## src/rtl/muldiv_pkg.sv

```systemverilog
// Shared types and helpers for the multiply/divide scheduler.
// Holds op and state encodings, the divide-by-zero quotient and the cache entry layout.
package muldiv_pkg;

    typedef enum logic [2:0] {
        OpMul   = 3'd0,
        OpMulh  = 3'd1,
        OpMulhu = 3'd2,
        OpDiv   = 3'd3,
        OpMod   = 3'd4,
        OpDivu  = 3'd5,
        OpModu  = 3'd6
    } op_e;

    typedef enum logic [2:0] {
        StIdle,
        StMul,
        StDivStart,
        StDivWait,
        StRsp
    } state_e;

    localparam logic [31:0] DIV0_QUO = 32'hFFFF_FFFF;

    typedef struct packed {
        logic [31:0] src1;
        logic [31:0] src2;
        logic        sign;
        logic [31:0] quo;
        logic [31:0] rem;
    } div_entry_t;

    function automatic logic op_is_mul(op_e op);
        return op inside {OpMul, OpMulh, OpMulhu};
    endfunction

    function automatic logic op_signed(op_e op);
        return op inside {OpMul, OpMulh, OpDiv, OpMod};
    endfunction

    function automatic logic op_is_rem(op_e op);
        return op inside {OpMod, OpModu};
    endfunction

endpackage

```

## src/rtl/muldiv_hist_cache.sv

```systemverilog
// Two-entry history of completed divides, looked up combinationally.
// Entries are replaced alternately; valid bits clear only on reset.
module muldiv_hist_cache
    import muldiv_pkg::*;
(
    input  logic        clk,
    input  logic        rst,
    input  logic [31:0] lk_src1,
    input  logic [31:0] lk_src2,
    input  logic        lk_sign,
    output logic        hit,
    output logic [31:0] hit_quo,
    output logic [31:0] hit_rem,
    input  logic        wr_en,
    input  div_entry_t  wr_entry
);

    div_entry_t entry_q [2];
    logic [1:0] valid_q;
    logic       ptr_q;

    always_comb begin
        hit     = 1'b0;
        hit_quo = '0;
        hit_rem = '0;
        for (int i = 0; i < 2; i++) begin
            if (valid_q[i] && entry_q[i].src1 == lk_src1 && entry_q[i].src2 == lk_src2 &&
                entry_q[i].sign == lk_sign) begin
                hit     = 1'b1;
                hit_quo = entry_q[i].quo;
                hit_rem = entry_q[i].rem;
            end
        end
    end

    always_ff @(posedge clk) begin
        if (rst) begin
            valid_q <= 2'b00;
            ptr_q   <= 1'b0;
        end else if (wr_en) begin
            valid_q[ptr_q] <= 1'b1;
            ptr_q          <= ~ptr_q;
        end
    end

    always_ff @(posedge clk) begin
        if (!rst && wr_en) begin
            entry_q[ptr_q] <= wr_entry;
        end
    end

endmodule

```

## src/rtl/muldiv_sched.sv

```systemverilog
// Two-port scheduler in front of the shared multiplier and SRT divider cores.
// Trivial and repeated divides answer one cycle after accept without starting the divider.
module muldiv_sched
    import muldiv_pkg::*;
#(
    parameter int unsigned TAG_W   = 4,
    parameter int unsigned MUL_LAT = 2
) (
    input  logic                  clk,
    input  logic                  rst,
    input  logic                  flush,
    input  logic [1:0]            req_valid,
    output logic [1:0]            req_ready,
    input  logic [1:0][2:0]       req_op,
    input  logic [1:0][31:0]      req_src1,
    input  logic [1:0][31:0]      req_src2,
    input  logic [1:0][TAG_W-1:0] req_tag,
    output logic [31:0]           mul_op1,
    output logic [31:0]           mul_op2,
    output logic                  mul_sign,
    input  logic [63:0]           mul_result,
    output logic                  div_en,
    output logic                  div_sign,
    output logic [31:0]           div_op1,
    output logic [31:0]           div_op2,
    input  logic [31:0]           div_quo,
    input  logic [31:0]           div_rem,
    input  logic                  div_ready,
    input  logic                  div_complete,
    output logic                  rsp_valid,
    input  logic                  rsp_ready,
    output logic                  rsp_port,
    output logic [TAG_W-1:0]      rsp_tag,
    output logic [31:0]           rsp_result
);

    localparam int unsigned CntW = (MUL_LAT > 1) ? $clog2(MUL_LAT) : 1;

    state_e            state_q;
    op_e               op_q;
    logic [31:0]       src1_q, src2_q, result_q;
    logic              port_q, last_q, div_en_q;
    logic [TAG_W-1:0]  tag_q;
    logic [CntW-1:0]   cnt_q;

    logic        sel, accept, short_hit, c_hit, cache_we, div_busy;
    op_e         a_op;
    logic [31:0] a_src1, a_src2, short_quo, short_rem, c_quo, c_rem;

    // last_q holds the port granted most recently; on a tie the other port wins.
    always_comb begin
        case (req_valid)
            2'b10:   sel = 1'b1;
            2'b11:   sel = ~last_q;
            default: sel = 1'b0;
        endcase
    end

    assign accept    = (state_q == StIdle) && !flush && !rst && (req_valid != 2'b00);
    assign req_ready = accept ? (sel ? 2'b10 : 2'b01) : 2'b00;
    assign a_op      = op_e'(req_op[sel]);
    assign a_src1    = req_src1[sel];
    assign a_src2    = req_src2[sel];

    muldiv_hist_cache u_cache (
        .clk      (clk),
        .rst      (rst),
        .lk_src1  (a_src1),
        .lk_src2  (a_src2),
        .lk_sign  (op_signed(a_op)),
        .hit      (c_hit),
        .hit_quo  (c_quo),
        .hit_rem  (c_rem),
        .wr_en    (cache_we),
        .wr_entry ('{src1: src1_q, src2: src2_q, sign: op_signed(op_q),
                     quo: div_quo, rem: div_rem})
    );

    always_comb begin
        short_hit = 1'b1;
        short_quo = '0;
        short_rem = '0;
        if (a_src2 == '0) begin
            short_quo = DIV0_QUO;
            short_rem = a_src1;
        end else if (a_src1 == '0) begin
            short_hit = 1'b1;
        end else if (c_hit) begin
            short_quo = c_quo;
            short_rem = c_rem;
        end else begin
            short_hit = 1'b0;
        end
    end

    assign cache_we = (state_q == StDivWait) && div_complete && !flush;

    always_ff @(posedge clk) begin
        if (rst) begin
            state_q  <= StIdle;
            op_q     <= OpMul;
            src1_q   <= '0;
            src2_q   <= '0;
            result_q <= '0;
            port_q   <= 1'b0;
            last_q   <= 1'b1;
            tag_q    <= '0;
            cnt_q    <= '0;
            div_en_q <= 1'b0;
        end else begin
            div_en_q <= 1'b0;
            if (flush) begin
                state_q <= StIdle;
            end else begin
                unique case (state_q)
                    StIdle: begin
                        if (accept) begin
                            last_q <= sel;
                            port_q <= sel;
                            op_q   <= a_op;
                            src1_q <= a_src1;
                            src2_q <= a_src2;
                            tag_q  <= req_tag[sel];
                            cnt_q  <= '0;
                            if (op_is_mul(a_op)) begin
                                state_q <= StMul;
                            end else if (short_hit) begin
                                result_q <= op_is_rem(a_op) ? short_rem : short_quo;
                                state_q  <= StRsp;
                            end else begin
                                state_q <= StDivStart;
                            end
                        end
                    end
                    StMul: begin
                        if (cnt_q == CntW'(MUL_LAT - 1)) begin
                            result_q <= (op_q == OpMul) ? mul_result[31:0] : mul_result[63:32];
                            state_q  <= StRsp;
                        end else begin
                            cnt_q <= cnt_q + 1'b1;
                        end
                    end
                    StDivStart: begin
                        if (div_ready) begin
                            div_en_q <= 1'b1;
                            state_q  <= StDivWait;
                        end
                    end
                    StDivWait: begin
                        if (div_complete) begin
                            result_q <= op_is_rem(op_q) ? div_rem : div_quo;
                            state_q  <= StRsp;
                        end
                    end
                    StRsp: begin
                        if (rsp_ready) begin
                            state_q <= StIdle;
                        end
                    end
                    default: state_q <= StIdle;
                endcase
            end
        end
    end

    assign div_busy   = (state_q == StDivStart) || (state_q == StDivWait);
    assign mul_op1    = (state_q == StMul) ? src1_q : '0;
    assign mul_op2    = (state_q == StMul) ? src2_q : '0;
    assign mul_sign   = (state_q == StMul) && op_signed(op_q);
    assign div_en     = div_en_q;
    assign div_sign   = div_busy && op_signed(op_q);
    assign div_op1    = div_busy ? src1_q : '0;
    assign div_op2    = div_busy ? src2_q : '0;
    assign rsp_valid  = (state_q == StRsp);
    assign rsp_port   = port_q;
    assign rsp_tag    = tag_q;
    assign rsp_result = result_q;

endmodule

```

## config.mk

```make
export PLATFORM = sky130hd
export DESIGN_NAME = muldiv_sched
export DESIGN_NICKNAME = d
export VERILOG_FILES = /design/src/rtl/muldiv_pkg.sv /design/src/rtl/muldiv_hist_cache.sv /design/src/rtl/muldiv_sched.sv
export SDC_FILE = /design/constraint.sdc
export NUM_CORES = 1
export LEC_CHECK = 0
export CAP_MARGIN = 20
export CORE_UTILIZATION = 45
export DETAILED_ROUTE_END_ITERATION = 8
export MAX_ROUTING_LAYER = met4
export PLACE_DENSITY = 0.72
export SYNTH_ARGS = -nofsm -noshare
export SYNTH_HDL_FRONTEND = slang
export SYNTH_HIERARCHICAL = 1
export SYNTH_SLANG_ARGS = --single-unit
```

## constraint.sdc

```tcl
create_clock -name clk -period 28.9 [get_ports clk]
set_clock_uncertainty 0.1 [all_clocks]
set_input_delay 4.335 -clock clk [delete_from_list [all_inputs] [get_ports clk]]
set_output_delay 4.335 -clock clk [all_outputs]
set_load 0.005 [all_outputs]
```

[After elaboration in Yosys (flattened, before gate mapping)]
Memory sizes are Yosys's and may differ from the RTL's.
Cells that the tools add are included.
Storage, ports and cells
  register bits after elaboration: 113
  memory bits (writable): 258
  bits of input ports: 278
  output and inout bits: 171
  logic and storage cells: 142
  memories: 1
Operators by class
  add/sub/neg operators: 1
  magnitude comparators: 3
  equality and inequality tests: 28
  muxes and demuxes: 55
  bitwise gates (word level): 5
  reduce and logical (&&, ||, !) cells: 37
Memory list
  u_cache.entry_q: words 2, width 129, read ports 2, clocked after Yosys merged registers in 0, wr ports 1, line muldiv_hist_cache.sv:18  | div_entry_t entry_q [2];
Operator list (count)
  $mux W32: 26
  $eq A32 B32 Y1: 4
  $pmux W32 S3: 1
  $logic_not A32 Y1: 2
  $mux W3: 9
  $eq A3 B2 Y1 const B: 5
  $eq A3 B3 Y1 const B: 5
  $logic_and A1 B1 Y1: 15
  $pmux W3 S5: 1
  $ne A2 B2 Y1 const B: 6
  $mux W1: 11
  $eq A3 B1 Y1 const B: 3
  $logic_not A3 Y1: 3
  $mux W4: 2
  $reduce_bool A2 Y1: 4
  $reduce_bool A4 Y1: 2
  $reduce_and A7 Y1: 1
  $reduce_and A3 Y1: 2
  $reduce_bool A3 Y1: 2
  $reduce_and A5 Y1: 1
  $eq A2 B2 Y1 const B: 2
  $lt A1 B2 Y1 const B: 2
  $mux W2: 2
  $not A1 Y1: 4
  other kinds (11): 14

[Depth between registers and ports, before layout]
  depth after elaboration: 18
  mapped depth: 21
  depth with buffers taken out: 13

[Hierarchy]
Netlist, hierarchy kept.
Modules (own cells, without submodules)
  muldiv_hist_cache: times used 1, cells an instance 710, area each 10886.7 um^2, seq. area each 7807.5 um^2
  muldiv_sched: times used 1, cells an instance 1228, area each 9684.3 um^2, seq. area each 2202.1 um^2

[Worst setup path after synthesis]
Ideal clock, no wire load.
  path kind: input-to-reg
  start point: in div_complete
  end point: mem u_cache/entry_q[0][0] (netlist name) (enable)
  setup time: 0.803 ns
  arrival time: 14.067 ns
  required time: 27.997 ns
  slack: 13.930 ns
  stages: 3
  path buffers: 0
  cell sequence: nand2_1 -> nor3_1 -> nor3b_1
Between the ends
  cells in the longest elaborated chain, start to end: 5
Ends and longest elaborated chain
  start: declaration: line muldiv_sched.sv:29  | input logic div_complete,
  $logic_and A1 B1 Y1 (2 in a row): line muldiv_sched.sv:96  | assign cache_we = (state_q == StDivWait) && div_complete && !flush;
  via cache_we: line muldiv_sched.sv:46  | logic sel, accept, short_hit, c_hit, cache_we, div_busy;
  $logic_and A1 B1 Y1: line muldiv_hist_cache.sv:47  | if (!rst && wr_en) begin
  $mux W1: line muldiv_hist_cache.sv:47
  $mux W1 (not written as such): line muldiv_hist_cache.sv:48  | entry_q[ptr_q] <= wr_entry;
  end: declaration: line muldiv_hist_cache.sv:18
The timed path passes the listed nets, and every way through them passes these cells.

[Worst setup path after layout]
  start point: in flush
  end point: out req_ready[0]
Between the ends
  cells in the longest elaborated chain, start to end: 5
Ends and longest elaborated chain
  start: declaration: line muldiv_sched.sv:11  | input logic flush,
  $logic_not A1 Y1: line muldiv_sched.sv:59  | assign accept = (state_q == StIdle) && !flush && !rst && (req_valid != 2'b00);
  $logic_and A1 B1 Y1 (3 in a row): line muldiv_sched.sv:59
  $mux W2: line muldiv_sched.sv:60  | assign req_ready = accept ? (sel ? 2'b10 : 2'b01) : 2'b00;
  end: declaration: line muldiv_sched.sv:13  | output logic [1:0] req_ready,
Every way passes these cells.

==> impl_metrics.tcl <==
set metrics [dict create \
    status "completed" \
    io_buffer_count 448 \
    met1_length_mm 31.8 \
    grt_setup_unrepaired "false" \
    reg2reg_slack_ps 22690 \
    drive_above_1_share_pct 8.52 \
    pre_cts_slack_ps 17540 \
    numCtsBuffers 41 \
    syn_nets 2216 \
    num_io_pins 449 \
    fmax_mhz 87.7 \
    final_nets 2570 \
    dp_hpwl_mm 53.8 \
    cpLargestDelayFamily "buffers and inverters" \
    setup_viol 0 \
    cts_setup_buffers 0 \
    powerDensity_nw_per_um2 49.0 \
    timing.setup.tns_ps 0 \
    dieArea_sq_um 46600 \
    cp-end-kind "output port" \
    report.final.slew_viol_count 0 \
    rows 77 \
    holdBufCountCts 0 \
    start_util_pct 46.1 \
    fin_util_pct 59.9 \
    grt_pass1_wl_mm 112 \
    crit_type "in -> out" \
    met2_length_mm 37.8 \
    finalWirelength_mm 77.7 \
    synth.distinct_cells 67 \
    cp_max_fo 103 \
    hold_path_class "reg -> reg" \
    htree_num_levels 2 \
    insertion_delay_ps 560 \
    async_reset_ff_share_pct 0 \
    ir_worst_vdd_mv 0.0329 \
    place_inst 2841 \
    antenna_found_initial 2 \
    clkSinkCount 371 \
    num_vias 17500 \
    via_per_inst 6.00 \
    first_pass_iters 6 \
    routed-wl-met3_mm 6.15 \
    grt.total_usage_pct 33.3 \
    die_w_um 216 \
    grt_overflow_total 0 \
    tightest_slew_ps 1170 \
    cts_tree "built" \
    path_clk_slew_ps 60 \
    finalCritPeriodShare_pct 39.5 \
    fin_crit_ps 11410 \
    timing.hold.ws_ps 364 \
    critical_path.max_stage_delay_ps 900 \
    core_area_sq_um 44600 \
    clockRootBuffer "clkbuf_16" \
    syn_area_per_cell_sq_um 10.6 \
    syn-cell-area_sq_um 20600 \
    worst_slack_ps 17490 \
    ys_warn_count 6 \
    synth-seq-area-share_pct 48.7 \
    finalNonFillerCells 2920 \
    postSynthCellCount 1938 \
    cp_slowest_cell "buf_4" \
    drv_cap 0 \
    hold_violations 0 \
    die_y_um 216 \
    synth_seq_cells 371 \
    ys.flop_type "edfxtp_1" \
    crit_arrival_ps 6970 \
    synth_edf_count 258 \
    cts_buffer_depth 3 \
    maxSlewHeadroom_pct 21.9 \
    cp-start-kind "input port" \
    grt_max_degree 104 \
    crit_buf_inv 3 \
    grt_pass1_vias 17100 \
    top_layer "met4" \
    critPathRequiredTime_ps 24470 \
    crit_chain "clkdlybuf4s50_1 -> nor2_1 -> nand3b_1 -> buf_4 -> nor2_1 -> clkdlybuf4s50_1" \
    initialDrtViolationCount 1829 \
    gp_congestion 0.922 \
    cts.repair.resized 0 \
    antenna_left 0 \
    drcViolationCount 0 \
    area_growth_pct 29.9 \
    p_leak_nw 9.87 \
    wire_per_inst_um 26.6 \
]
area by class of cell:
cell class / instances / area (sq um)
clock inverter: 16 / 154
timing repair buffer: 478 / 4730
inverter: 63 / 236
antenna: 4 / 10.0
sequential: 371 / 10000
tap: 592 / 741
fill: 3703 / 17900
clock buffer: 59 / 1190
multi-input combinational: 1337 / 9650
Yosys cell counts (all sizes together), types with 3 or more instances:
cell | instances | share of area, %
nor2b | 52 | 1.6
a2111o | 4 | 0.22
nand4 | 23 | 0.70
xor2 | 28 | 1.2
nor3b | 3 | 0.11
a21oi | 79 | 1.9
o221ai | 33 | 2.3
nand2b | 84 | 2.6
mux2 | 131 | 7.2
buf | 55 | 1.7
o32ai | 32 | 1.4
a311o | 32 | 1.6
o211a | 32 | 1.6
o2111ai | 5 | 0.21
nand3 | 3 | 0.073
a211o | 34 | 1.5
edfxtp | 258 | 38
and3 | 66 | 2.0
xnor2 | 58 | 2.5
o22ai | 11 | 0.40
a211oi | 32 | 1.2
o21ai | 38 | 0.92
dfxtp | 113 | 11
nand2 | 215 | 3.9
mux2i | 37 | 1.8
nand3b | 36 | 1.3
nor3 | 71 | 1.8
inv | 63 | 1.1
clkbuf | 112 | 2.0
o31a | 32 | 1.4
and2 | 64 | 1.9
a221oi | 3 | 0.16
nor2 | 23 | 0.46
o2bb2ai | 3 | 0.13
a2111oi | 4 | 0.17
nor4 | 46 | 1.4
sequential cells by signal (all words and copies together), names as in the netlist:
| register | cells |
|---|---|
| u_cache/ptr_q | 1 |
| src2_q | 32 |
| last_q | 1 |
| rsp_tag | 4 |
| state_q | 3 |
| div_en | 1 |
| cnt_q | 1 |
| rsp_port | 1 |
| u_cache/valid_q | 2 |
| rsp_result | 32 |
| op_q | 3 |
| u_cache/entry_q | 258 |
| src1_q | 32 |
cell families (layout without fill, tap and decap cells):
kind of cell	after synthesis	count (layout)	share of synthesized area, %
xor gates and xnor gates	86	86	3.66
and+or+nand+nor	693	693	18.1
other	0	4	0
AOI/OAI and AO/OA	390	390	15.7
DFF	371	371	48.7
muxes	168	168	8.99
buffers and inverters	230	616	4.91
worst register-to-register path: stages, from the launching register on:
cell	delay [ps]
dfxtp_1	420
a21bo_4	420
buf_4	740
mux2i_1	430
inv_1	240
xnor2_1	230
o221ai_1	130
a2111oi_0	500
nand4_1	250
nor4_4	360
buf_4	840
mux2_1	420
a21oi_1	140
a211oi_1	70
o32ai_1	570
o221ai_2	170
metal layers:
layer | track usage [%] | up-vias
met1 | 42.8 | 8592
li1 | - | 7938
met2 | 55.0 | 893
met3 | 4.37 | 95
met5 | - | -
met4 | 9.24 | 0
path summary, 6_finish.rpt:
check | start | cells after the start | endpoint
worst min-delay path | u_cache/valid_q[0] | 1 | u_cache/valid_q[0]
worst max-delay path | flush | 6 | req_ready[0]
worst max register to register | last_q | 15 | rsp_result[2]
worst min register to register | u_cache/valid_q[0] | 1 | u_cache/valid_q[0]
cell usage in the layout, fill, tap and decap left out, drive strengths merged, types with 34 or more instances in the layout:
master / netlist / layout
a211o: 34 / 34
a21oi: 79 / 79
and2: 64 / 64
and3: 66 / 66
clkbuf: 112 / 59
clkdlybuf4s50: 0 / 447
dfxtp: 113 / 113
edfxtp: 258 / 258
inv: 63 / 64
mux2: 131 / 131
mux2i: 37 / 37
nand2: 215 / 215
nand2b: 84 / 84
nand3b: 36 / 36
nor2b: 52 / 52
nor3: 71 / 71
nor4: 46 / 46
o21ai: 38 / 38
xnor2: 58 / 58
per-stage QoR:
step / total power, mW / instance area, sq um
final: 1.31 / 26700
after global routing: 1.34 / 26700
after CTS: 1.31 / 26700
after detailed placement: 0.792 / 25400
after global placement: 0.789 / 25300
after floorplan: 0.692 / 20600
report_power, final:
| group | total (mW) | switching [mW] | internal [mW] | leakage (nW) |
|---|---|---|---|---|
| clock network | 0.526 | 0.214 | 0.312 | 0.663 |
| registers | 0.595 | 0.0159 | 0.579 | 3.33 |
| logic | 0.189 | 0.101 | 0.0881 | 5.88 |
Power figures use the tool's default switching activity.
